--- config.mk ---
export PLATFORM = sky130hd
export DESIGN_NAME = data_mem_arbiter
export DESIGN_NICKNAME = d
export VERILOG_FILES = /design/src/rtl/data_mem_arbiter.sv
export SDC_FILE = /design/constraint.sdc
export NUM_CORES = 1
export LEC_CHECK = 0
export CORE_ASPECT_RATIO = 1.25
export CORE_MARGIN = 3
export CORE_UTILIZATION = 26
export CTS_CLUSTER_SIZE = 30
export DETAILED_ROUTE_END_ITERATION = 8
export GPL_TIMING_DRIVEN = 0
export PLACE_DENSITY = 0.87
export SLEW_MARGIN = 20
export SYNTH_ARGS = -nofsm -noshare
export SYNTH_HDL_FRONTEND = slang
export SYNTH_SLANG_ARGS = --single-unit
--- constraint.sdc ---
create_clock -name i_clk -period 1.8 [get_ports i_clk]
set_input_delay 0.18 -clock i_clk [delete_from_list [all_inputs] [get_ports i_clk]]
set_output_delay 0.18 -clock i_clk [all_outputs]
set_load 0.05 [all_outputs]
--- src/rtl/data_mem_arbiter.sv ---
// data_mem_arbiter
//   Owns the read and write ports of the data-memory BSRAM, which has a
//   1-cycle registered read. It shares them between the CPU, the button
//   controller (writes only) and the rect copy controller (reads only).
//   A copy window moves ownership away from the CPU. One DRAIN cycle on
//   entry and one HANDBACK cycle on exit let the last in-flight read of the
//   previous owner return to the right requester. A saturating counter
//   flags copy windows that exceed COPY_MAX_CYCLES.
//
// Ports
//   i_clk, i_rst_n                 clock, asynchronous active-low reset
//   i_copy                         copy window request (level)
//   i_cpu_re/raddr                 CPU read request
//   i_cpu_we/waddr/wdata           CPU write request
//   o_cpu_rdata/rvalid/stall       CPU read return and stall
//   i_bc_we/waddr/wdata            button controller write request
//   i_rc_re/raddr                  rect copy read request
//   o_rc_rdata/rvalid              rect copy read return
//   o_mem_raddr, i_mem_rdata       BSRAM read port
//   o_mem_we/waddr/wdata           BSRAM write port
//   o_overrun                      sticky copy-window budget overrun
//
// state      | meaning
// -----------+-------------------------------------------------------
// S_CPU_OWN  | CPU owns both ports, no stall
// S_DRAIN    | one cycle: the last CPU read returns, no accesses
// S_COPY_OWN | RC owns the read port, BC owns the write port
// S_HANDBACK | one cycle: the last RC read returns, no accesses

module data_mem_arbiter #(
    parameter int DATA_ADDR_WIDTH = 10,
    parameter int COPY_MAX_CYCLES = 1024
) (
    input  logic                       i_clk,
    input  logic                       i_rst_n,
    input  logic                       i_copy,
    input  logic                       i_cpu_re,
    input  logic [DATA_ADDR_WIDTH-1:0] i_cpu_raddr,
    input  logic                       i_cpu_we,
    input  logic [DATA_ADDR_WIDTH-1:0] i_cpu_waddr,
    input  logic [15:0]                i_cpu_wdata,
    output logic [15:0]                o_cpu_rdata,
    output logic                       o_cpu_rvalid,
    output logic                       o_cpu_stall,
    input  logic                       i_bc_we,
    input  logic [DATA_ADDR_WIDTH-1:0] i_bc_waddr,
    input  logic [15:0]                i_bc_wdata,
    input  logic                       i_rc_re,
    input  logic [DATA_ADDR_WIDTH-1:0] i_rc_raddr,
    output logic [15:0]                o_rc_rdata,
    output logic                       o_rc_rvalid,
    output logic [DATA_ADDR_WIDTH-1:0] o_mem_raddr,
    input  logic [15:0]                i_mem_rdata,
    output logic                       o_mem_we,
    output logic [DATA_ADDR_WIDTH-1:0] o_mem_waddr,
    output logic [15:0]                o_mem_wdata,
    output logic                       o_overrun
);

    localparam int CW = $clog2(COPY_MAX_CYCLES + 1);
    localparam logic [CW-1:0] CNT_MAX = CW'(COPY_MAX_CYCLES);
    localparam logic [CW-1:0] CNT_PRE = CW'(COPY_MAX_CYCLES - 1);

    typedef enum logic [1:0] {
        S_CPU_OWN  = 2'd0,
        S_DRAIN    = 2'd1,
        S_COPY_OWN = 2'd2,
        S_HANDBACK = 2'd3
    } state_t;

    state_t          r_state;
    state_t          w_state_nxt;
    logic [CW-1:0]   r_copy_cnt;
    logic            r_overrun;
    logic            r_cpu_rd_pend;
    logic            r_rc_rd_pend;
    logic            w_cpu_rd_acc;
    logic            w_rc_rd_acc;

    always_ff @(posedge i_clk or negedge i_rst_n) begin
        if (!i_rst_n) begin
            r_state <= S_CPU_OWN;
        end else begin
            r_state <= w_state_nxt;
        end
    end

    always_comb begin
        w_state_nxt = r_state;
        case (r_state)
            S_CPU_OWN:  if (i_copy)  w_state_nxt = S_DRAIN;
            S_DRAIN:                 w_state_nxt = S_COPY_OWN;
            S_COPY_OWN: if (!i_copy) w_state_nxt = S_HANDBACK;
            S_HANDBACK:              w_state_nxt = S_CPU_OWN;
            default:                 w_state_nxt = S_CPU_OWN;
        endcase
    end

    // Port grants. i_rst_n is folded in because the state register only
    // reaches CPU_OWN once reset is asserted, and during reset the memory
    // must not be written and the CPU must stay stalled.
    always_comb begin
        o_mem_we     = 1'b0;
        o_mem_waddr  = i_cpu_waddr;
        o_mem_wdata  = i_cpu_wdata;
        o_mem_raddr  = i_cpu_raddr;
        o_cpu_stall  = 1'b1;
        w_cpu_rd_acc = 1'b0;
        w_rc_rd_acc  = 1'b0;
        case (r_state)
            S_CPU_OWN: begin
                o_cpu_stall  = ~i_rst_n;
                o_mem_we     = i_cpu_we & i_rst_n;
                w_cpu_rd_acc = i_cpu_re;
            end
            S_COPY_OWN: begin
                o_mem_we     = i_bc_we & i_rst_n;
                o_mem_waddr  = i_bc_waddr;
                o_mem_wdata  = i_bc_wdata;
                o_mem_raddr  = i_rc_raddr;
                w_rc_rd_acc  = i_rc_re;
            end
            default: ;
        endcase
    end

    // Each read carries its owner with it for one cycle. The returning
    // rvalid therefore never depends on the state at return time.
    always_ff @(posedge i_clk or negedge i_rst_n) begin
        if (!i_rst_n) begin
            r_cpu_rd_pend <= 1'b0;
            r_rc_rd_pend  <= 1'b0;
        end else begin
            r_cpu_rd_pend <= w_cpu_rd_acc;
            r_rc_rd_pend  <= w_rc_rd_acc;
        end
    end

    assign o_cpu_rvalid = r_cpu_rd_pend;
    assign o_rc_rvalid  = r_rc_rd_pend;
    assign o_cpu_rdata  = i_mem_rdata;
    assign o_rc_rdata   = i_mem_rdata;

    // The count is the number of DRAIN/COPY_OWN cycles in the current window.
    // overrun is set on the cycle the count reaches the budget.
    always_ff @(posedge i_clk or negedge i_rst_n) begin
        if (!i_rst_n) begin
            r_copy_cnt <= '0;
            r_overrun  <= 1'b0;
        end else if ((r_state == S_CPU_OWN) && i_copy) begin
            r_copy_cnt <= '0;
        end else if ((r_state == S_DRAIN) || (r_state == S_COPY_OWN)) begin
            if (r_copy_cnt != CNT_MAX) begin
                r_copy_cnt <= r_copy_cnt + 1'b1;
            end
            if (r_copy_cnt == CNT_PRE) begin
                r_overrun <= 1'b1;
            end
        end
    end

    assign o_overrun = r_overrun;

endmodule

==> summary.md, run 1 <==
| Metric | Value |
|---|---|
| Gp weighted congestion | `0.799` |
| FF+latch count, synth | `16` |
| CP required | `roughly 1600 ps` |
| WL final | `approximately 6000 um` |
| Share of the synthesized area in the top cell type | `0.250` |
| Most frequent cells in the layout | `clkdlybuf4s50_1 (111), buf_4 (43), buf_6 (34), mux2_2 (34), dfrtp_1 (16)` |
| YS warnings | `0` |
| Final ANT Viol Nets | `0` |
| Bufs on Longest Clock Path | `2` |
| H-tree depth | `1` |
| Vias in the first global route | `~1.9k` |
| WP data arrival | `~1600 ps` |
| CTS tree | `yes` |
| DIE AREA | `7220 um2` |
| First-pass GRT wire length | `~9000 um` |
| Total grt overflow | `0` |
| Critical setup path kind | `flip-flop to output port` |
| Fin util | `0.584` |
| Area contributors post-synth | `mux2_2 (25%), dfrtp_1 (25%), buf_4 (15%)` |
| Max Freq | `roughly 0.55 GHz` |
| Iteration-0 DRC count of the detailed router | `51` |
| Routed WL per cell | `14.4 um` |
| Final Hold Fails | `0` |
| Clock Skews | `5.36 ps` |
| Setup TNS | `-47.7 ps` |
| Pwr dens | `roughly 1300 nW/um2` |
| Peak supply drop | `approximately 0.50 mV` |
| Final WS setup | `-16.5 ps` |
| CP bufs+invs | `3` |
| Most common cell after layout, fill and taps aside | `clkdlybuf4s50_1` |
| P_leak | `roughly 1.5 nW` |
| Synth cell types | `36` |
| Post-CTS Hold Fix Bufs | `0` |
| Clock Root Buffer | `clkbuf_8` |
| Vias | `approximately 1.9k` |
| Unrepaired setup endpoints after global routing | `true` |
| Max_cap viols | `0` |
| Mapped cell area | `1620 um2` |
| Outcome | `finished, violations left` |
| Clock slew at reported path FFs | `roughly 70 ps` |
| Gr usage total | `0.152` |
| Worst Max-Slew Pin Slew | `just under 800 ps` |
| Critical-path cell list | `inv_2 > ha_4 > clkbuf_16 > mux2_2 > buf_6` |
| Initial Util | `0.273` |
| Clk sinks | `16` |
| Top Family by Delay on Critical Path | `buffers and inverters` |
| Pin count of the biggest net entering global routing | `19` |
| Die outline height | `around 94 um` |
| CTS Buf Count | `3` |
| Port buffer count | `150` |
| Max Slew Vio Count | `0` |
| DPL Wire Length | `about 5000 um` |
| Via-per-instance ratio | `about 4.5` |
| Antenna Cells | `0` |
| Worst min-delay path class | `input port to async pin` |
| Sequential share of the synthesized area | `0.247` |
| I/O pins | `~170` |
| CP max stage cell | `dfrtp_1` |
| Critical path peak fanout | `10` |
| # rows | `31` |
| Cells after Synth | `177` |
| DR DRC count | `0` |
| Final Critical Period | `1820 ps` |
| Max_slew headroom | `0.479` |
| CP peak stage delay | `~390 ps` |
| # fillers | `514` |
| Final setup violation count | `8` |
| Fin crit share | `1.01` |
| Area delta synth->final | `114%` |
| Die width | `76.6 um` |
| Avg Cell Area, Syn | `about 9.2 um2` |
| Mapped Nets | `approximately 280` |
| Startpoint types | `flip-flop` |
| Antenna violations before repair | `0` |
| Ratio of cells with drive above 1 in the final layout | `0.408` |
| Clk_lat worst skew | `roughly 260 ps` |
| Area of the core | `just under 6000 um2` |
| Initial DRT Pass Iterations | `4` |
| Final nets | `438` |
| Area leader, netlist | `mux2_2` |
| Failing checks | `setup timing` |
| CP Capture Type | `output port` |
[area by class of cell]
cell class                      count  area [um2]  area share
Buffer                             42         354       0.102
Clock buffer                        4        55.1      0.0159
Inverter                            7        26.3     0.00758
Multi-Input combinational cell    111         951       0.274
Sequential cell                    16         400       0.115
Tap cell                           82         103      0.0296
Timing Repair Buffer              158        1580       0.455
[per-stage QoR]
stage          setup WS, ps  cells  hold WS, ps  power, mW  cell area [um2]
5_1_grt               -75.2    420          171       4.66             3470
3_5_place_dp           -833    409          461       3.70             3230
3_3_place_gp           -777    409          458       3.64             3230
6_report              -16.5    420          109       4.45             3470
4_1_cts               -82.8    417          130       4.18             3290
2_1_floorplan          9.96    177         -116       2.73             1620
[cell usage after synthesis]
library cell	instances
a21boi_0	1
a21oi_1	5
a2bb2oi_1	1
a311oi_1	2
a31oi_1	1
and2_1	5
and2b_2	1
buf_2	2
buf_4	33
buf_6	1
clkbuf_1	7
dfrtp_1	16
ha_1	4
inv_1	7
mux2_2	36
mux2i_1	1
nand2_1	11
nand2b_1	1
nand3_1	5
nand4_1	5
nand4_2	1
nand4b_1	1
nor2_1	4
nor3_1	1
nor3b_1	1
nor4_1	2
o211ai_1	3
o21a_1	2
o21ai_0	4
o311ai_0	1
o31ai_1	3
or3_2	1
or4_1	4
or4_2	1
or4b_2	1
xor2_1	2
[report_power, final]
group | total, mW | internal, mW | leakage, nW | switching [mW]
clock network | 0.327 | 0.195 | 0.0288 | 0.132
registers | 0.547 | 0.444 | 0.209 | 0.103
logic | 3.58 | 1.58 | 1.25 | 2.00
total | 4.45 | 2.22 | 1.48 | 2.23
[state kept, by name, summed over array words and instances, names as in the netlist]
register / count
o_rc_rvalid: 1
o_cpu_rvalid: 1
r_copy_cnt: 11
r_state: 2
o_overrun: 1
[routing by layer]
metal  GRT usage  share of wire
met2       0.291           0.54
met5           0              0
met3      0.0393          0.077
met1       0.169           0.37
met4      0.0317         0.0056
[final timing paths]
kind / end / slack (ps) / cells past startpoint / startpoint
hold reg to reg: o_overrun / 480 / 1 / o_overrun
min in group i_clk: r_state[0] / 390 / 2 / i_copy
max in group asynchronous: r_copy_cnt[2] / 1200 / 1 / i_rst_n
setup / recovery: o_mem_waddr[1] / -20 / 5 / r_state[0]
hold / removal: r_copy_cnt[8] / 110 / 1 / i_rst_n
setup reg to reg: r_copy_cnt[9] / 0 / 7 / r_state[0]
[what timing repair did]
action                                  4_1_cts  5_1_grt
cloned                                        1        0
buffers inserted                              4        3
resized for setup                           235       67
endpoints found under the setup margin       43       41
pin swaps                                     5        1
hold endpoints to repair                      0        0
[kinds of logic after synthesis]
kind of cell,after synthesis,synth area share
muxes,37,0.256
DFF,16,0.247
buffers and inverters,50,0.198
adders and majority gates,4,0.0309
and+or+nand+nor,45,0.161
AOI/OAI and AO/OA,23,0.0950
xor gates and xnor gates,2,0.0108
(Power assumes the default switching activity.)
==> run 2: changes to the inputs <==
--- a/config.mk
+++ b/config.mk
@@ -6,7 +6,7 @@
 export NUM_CORES = 1
 export LEC_CHECK = 0
 export CORE_ASPECT_RATIO = 1.25
-export CORE_MARGIN = 3
+export CORE_MARGIN = 2
 export CORE_UTILIZATION = 26
 export CTS_CLUSTER_SIZE = 30
 export DETAILED_ROUTE_END_ITERATION = 8
==> summary.md, run 2 (synthesis results as in run 1) <==
| Metric | Value |
|---|---|
| Die width | `74.6 um (was 76.6 um)` |
| WL final | `6460 um (was 6030 um)` |
| Metal2 WL | `3610 um (was 3280 um)` |
| Regs by FF count | `r_copy_cnt (11), r_state (2) (unchanged)` |
| I/O pins | `168 (unchanged)` |
| Top sig layer | `met4 (unchanged)` |
| Max Slew Vio Count | `0 (unchanged)` |
| Failing checks | `setup timing (unchanged)` |
| Gr usage total | `0.171 (was 0.152)` |
| Max Freq | `0.548 GHz (was 0.550 GHz)` |
| Vias in the first global route | `1933 (was 1856)` |
| Area delta synth->final | `122% (was 114%)` |
| Antenna violations before repair | `0 (unchanged)` |
| Critical path peak fanout | `10 (unchanged)` |
| Critical setup path kind | `flip-flop to output port (unchanged)` |
| Final Hold Fails | `0 (unchanged)` |
| Clock slew at reported path FFs | `60 ps (was 70 ps)` |
| Design area | `3600 um2 (was 3470 um2)` |
| CP Capture Type | `output port (unchanged)` |
| Fin crit share | `1.01 (about the same)` |
| Clock Root Buffer | `clkbuf_8 (unchanged)` |
| Non-filler instance count after layout | `421 (was 420)` |
| Peak supply drop | `0.661 mV (was 0.496 mV)` |
| Metal-1 WL | `2260 um (was 2250 um)` |
| WP data arrival | `1640 ps (about the same)` |
| Final Critical Period | `1820 ps (about the same)` |
| Initial Util | `0.266 (was 0.273)` |
| DIE AREA | `6880 um2 (was 7220 um2)` |
| Final setup violation count | `23 (was 8)` |
| Port buffer count | `150 (unchanged)` |
| Clk_lat worst skew | `250 ps (was 260 ps)` |
| Pwr dens | `1300 nW/um2 (was 1280 nW/um2)` |
| Largest Register | `r_copy_cnt (unchanged)` |
| Routed WL per cell | `15.3 um (was 14.4 um)` |
| Post-CTS Hold Fix Bufs | `0 (unchanged)` |
| Clk sinks | `16 (unchanged)` |
| Bufs on Longest Clock Path | `2 (unchanged)` |
| Met3 wire length | `537 um (was 462 um)` |
| Gp weighted congestion | `0.825 (was 0.799)` |
| Max reg flops | `11 (unchanged)` |
| Startpoint types | `flip-flop (unchanged)` |
| Max_slew headroom | `0.471 (was 0.479)` |
| Pin count of the biggest net entering global routing | `19 (unchanged)` |
| # fillers | `531 (was 514)` |
| Tot Pwr | `4.70 mW (was 4.45 mW)` |
| Ratio of cells with drive above 1 in the final layout | `0.408 (about the same)` |
| Worst min-delay path class | `input port to async pin (unchanged)` |
| DR DRC count | `0 (unchanged)` |
| Antenna Cells | `0 (unchanged)` |
| Most common cell after layout, fill and taps aside | `clkdlybuf4s50_1 (unchanged)` |
| Most frequent cells in the layout | `clkdlybuf4s50_1 (111), buf_4 (37), buf_6 (23) (was clkdlybuf4s50_1 (111), buf_4 (43), buf_6 (34), mux2_2 (34), dfrtp_1 (16))` |
| Final WS setup | `-23.3 ps (was -16.5 ps)` |
| Setup WS pre-CTS | `-828 ps (was -833 ps)` |
| P_leak | `1.56 nW (was 1.48 nW)` |
| Final nets | `436 (was 438)` |
| Clock Skews | `1.97 ps (was 5.36 ps)` |
| Max_cap viols | `0 (unchanged)` |
| Final ANT Viol Nets | `0 (unchanged)` |
| Unrepaired setup endpoints after global routing | `true (unchanged)` |
| H-tree depth | `1 (unchanged)` |
| Via-per-instance ratio | `4.61 (was 4.49)` |
| Outcome | `finished, violations left (unchanged)` |
| Area of the core | `6090 um2 (was 5930 um2)` |
| Initial DRT Pass Iterations | `4 (unchanged)` |
| Worst Max-Slew Pin Slew | `793 ps (was 781 ps)` |
| Fin util | `0.592 (was 0.584)` |
| Total grt overflow | `0 (unchanged)` |
| Iteration-0 DRC count of the detailed router | `51 (unchanged)` |
| First-pass GRT wire length | `9250 um (was 8970 um)` |
| Area after DPL | `3230 um2 (about the same)` |
| CP required | `1620 ps (about the same)` |
| Die outline height | `92.3 um (was 94.3 um)` |
| Inst Count DP | `412 (was 409)` |
| CTS Buf Count | `3 (unchanged)` |
| Vias | `1939 (was 1885)` |
| CTS tree | `yes (unchanged)` |
| DPL Wire Length | `4910 um (was 4980 um)` |
| # rows | `32 (was 31)` |
## run 2: worst max-delay path, stage by stage, from the launching register on
cell and delay [ps]:
dfrtp_1 390, inv_2 90, ha_4 230, buf_8 160, mux2_2 350, buf_6 160
## run 2: final timing paths
kind                       startpoint             end  slack [ps]  cells after the start
min reg2reg                 o_overrun       o_overrun         490                      1
min                           i_rst_n   r_copy_cnt[9]         120                      1
min in group i_clk             i_copy      r_state[0]         400                      2
max reg2reg                r_state[0]   r_copy_cnt[9]         -20                      7
max in group asynchronous     i_rst_n       o_overrun        1180                      1
max                        r_state[0]  o_mem_raddr[2]         -20                      5
## run 2: where the power goes
| group | leakage (nW) | internal (mW) | switching, mW |
|---|---|---|---|
| Combinational | 1.32 | 1.76 | 2.07 |
| Sequential | 0.209 | 0.444 | 0.0989 |
| Clock | 0.0288 | 0.194 | 0.128 |
## run 2: layer usage
layer / vias to the layer above / track usage
met5: - / 0
met4: 0 / 0.0342
met3: 8 / 0.0396
met2: 88 / 0.330
met1: 922 / 0.183
li1: 921 / -
## run 2: layout make-up
type / instances / area, um2 / share of cell area
timing repair buffer: 156 / 1640 / 0.457
clock buffer: 4 / 55.1 / 0.0153
multi-input combinational: 111 / 1000 / 0.279
tap: 85 / 106 / 0.0295
buffer: 42 / 365 / 0.101
sequential: 16 / 400 / 0.111
inverter: 7 / 26.3 / 0.00730
## run 2: timing repair
| action | in CTS | in global routing |
|---|---|---|
| pin swaps | 1 | 4 |
| gates resized for setup | 299 | 23 |
| endpoints found under the setup margin | 43 | 38 |
| buffers inserted | 5 | 0 |
| gates cloned | 1 | 0 |
## run 2: stage by stage
stage	TNS (ps)	hold WS (ps)
5_1_grt	-2160	168
4_1_cts	-773	143
3_5_place_dp	-25240	465
3_3_place_gp	-24770	480
2_1_floorplan	0	-116
6_report	-277	119
==> run 3: changes to the inputs <==
--- a/config.mk
+++ b/config.mk
@@ -12,6 +12,7 @@
 export DETAILED_ROUTE_END_ITERATION = 8
 export GPL_TIMING_DRIVEN = 0
 export PLACE_DENSITY = 0.87
+export SKIP_CTS_REPAIR_TIMING = 1
 export SLEW_MARGIN = 20
 export SYNTH_ARGS = -nofsm -noshare
 export SYNTH_HDL_FRONTEND = slang
==> summary.md, run 3 (synthesis results as in run 1) <==
| Metric | Value |
|---|---|
| Initial DRT Pass Iterations | `4 (unchanged)` |
| CP Capture Type | `output port (unchanged)` |
| Ratio of cells with drive above 1 in the final layout | `0.402 (was 0.408)` |
| CP required | `1620 ps (about the same)` |
| Clock Skews | `4.59 ps (was 1.97 ps)` |
| Regs by FF count | `r_copy_cnt (11), r_state (2) (unchanged)` |
| Final Critical Period | `1870 ps (was 1820 ps)` |
| Vias | `1945 (was 1939)` |
| Iteration-0 DRC count of the detailed router | `42 (was 51)` |
| Most frequent cells in the layout | `clkdlybuf4s50_1 (111), buf_4 (39), mux2_2 (35) (was clkdlybuf4s50_1 (111), buf_4 (37), buf_6 (23))` |
| Final WS setup | `-65.6 ps (was -23.3 ps)` |
| Total grt overflow | `0 (unchanged)` |
| Routed WL per cell | `14.2 um (was 15.3 um)` |
| P_leak | `1.43 nW (was 1.56 nW)` |
| Area delta synth->final | `105% (was 122%)` |
| Clock Root Buffer | `clkbuf_8 (unchanged)` |
| Final nets | `436 (unchanged)` |
| Largest Register | `r_copy_cnt (unchanged)` |
| Clk_lat worst skew | `250 ps (about the same)` |
| Startpoint types | `flip-flop (unchanged)` |
| Outcome | `finished, violations left (unchanged)` |
| I/O pins | `168 (unchanged)` |
| DIE AREA | `6880 um2 (unchanged)` |
| Final setup violation count | `35 (was 23)` |
| Bufs on Longest Clock Path | `2 (unchanged)` |
| Initial Util | `0.266 (unchanged)` |
| Worst min-delay path class | `input port to async pin (unchanged)` |
| DR DRC count | `0 (unchanged)` |
| CTS tree | `yes (unchanged)` |
| Max Slew Vio Count | `0 (unchanged)` |
| Max_slew headroom | `0.455 (was 0.471)` |
| Critical path peak fanout | `5 (was 10)` |
| Failing checks | `setup timing (unchanged)` |
| Most common cell after layout, fill and taps aside | `clkdlybuf4s50_1 (unchanged)` |
| Vias in the first global route | `1772 (was 1933)` |
| Unrepaired setup endpoints after global routing | `true (unchanged)` |
| # fillers | `565 (was 531)` |
| Max_cap viols | `0 (unchanged)` |
| CTS Buf Count | `3 (unchanged)` |
| Setup WS pre-CTS | `-828 ps (unchanged)` |
| Max reg flops | `11 (unchanged)` |
| Clock slew at reported path FFs | `70 ps (was 60 ps)` |
| H-tree depth | `1 (unchanged)` |
| Via-per-instance ratio | `4.62 (was 4.61)` |
| WL final | `5980 um (was 6460 um)` |
| # rows | `32 (unchanged)` |
| Final ANT Viol Nets | `0 (unchanged)` |
| Area of the core | `6090 um2 (unchanged)` |
| Final Hold Fails | `0 (unchanged)` |
| WP data arrival | `1690 ps (was 1640 ps)` |
| Antenna violations before repair | `0 (unchanged)` |
| Critical setup path kind | `flip-flop to output port (unchanged)` |
| Fin util | `0.546 (was 0.592)` |
| Worst Max-Slew Pin Slew | `816 ps (was 793 ps)` |
| Gr usage total | `0.149 (was 0.171)` |
| Pin count of the biggest net entering global routing | `19 (unchanged)` |
| Peak supply drop | `0.612 mV (was 0.661 mV)` |
| Port buffer count | `150 (unchanged)` |
| Antenna Cells | `0 (unchanged)` |
| Max Freq | `0.536 GHz (was 0.548 GHz)` |
| Die outline height | `92.3 um (unchanged)` |
| Fin crit share | `1.04 (was 1.01)` |
| Pwr dens | `1260 nW/um2 (was 1300 nW/um2)` |
| Die width | `74.6 um (unchanged)` |
| Gp weighted congestion | `0.825 (unchanged)` |
| Clk sinks | `16 (unchanged)` |
| DPL Wire Length | `4910 um (unchanged)` |
| First-pass GRT wire length | `8140 um (was 9250 um)` |
## run 3: final timing paths
path | to | start | slack [ps] | depth (start not counted)
setup / recovery | o_mem_waddr[3] | r_state[0] | -70 | 6
hold / removal | r_copy_cnt[9] | i_rst_n | 7 | 1
setup reg to reg | r_copy_cnt[9] | r_state[1] | -40 | 7
hold reg to reg | o_overrun | o_overrun | 480 | 1
max in group asynchronous | o_rc_rvalid | i_rst_n | 1280 | 1
min in group i_clk | r_state[0] | i_copy | 400 | 2
## run 3: power breakdown
group / internal (mW) / leakage [nW] / switching [mW]
sequential: 0.444 / 0.209 / 0.102
combinational: 1.38 / 1.19 / 1.95
clock: 0.194 / 0.0288 / 0.127
## run 3: final cells by class
class                      instances  area, um2  area share
timing repair buffer             156       1460       0.440
multi-input combinational        111        948       0.285
sequential                        16        400       0.121
buffer                            42        323      0.0972
tap                               85        106      0.0320
clock buffer                       4       55.1      0.0166
inverter                           7       26.3     0.00791
## run 3: critical path, cell delays in order (launching register included)
cell	delay, ps
dfrtp_1	390
inv_2	100
ha_4	180
buf_12	110
buf_8	110
mux2_2	330
buf_2	220
## run 3: stage by stage
stage / area [um2] / TNS [ps] / std cells / hold WS, ps / power [mW]
6_report: 3320 / -1280 / 421 / 6.78 / 4.19
5_1_grt: 3320 / -3540 / 421 / 48.0 / 4.41
4_1_cts: 3280 / -35400 / 416 / 392 / 4.02
3_5_place_dp: 3230 / -25240 / 412 / 465 / 3.69
3_3_place_gp: 3230 / -24770 / 412 / 480 / 3.64
2_1_floorplan: 1620 / 0 / 177 / -116 / 2.73
## run 3: metal layers
layer | up-vias | share of wire | global-route usage
li1 | 926 | - | -
met1 | 925 | 0.37 | 0.166
met2 | 90 | 0.54 | 0.281
met3 | 4 | 0.086 | 0.0341
met4 | 0 | 0.0054 | 0.0268
met5 | - | 0 | 0
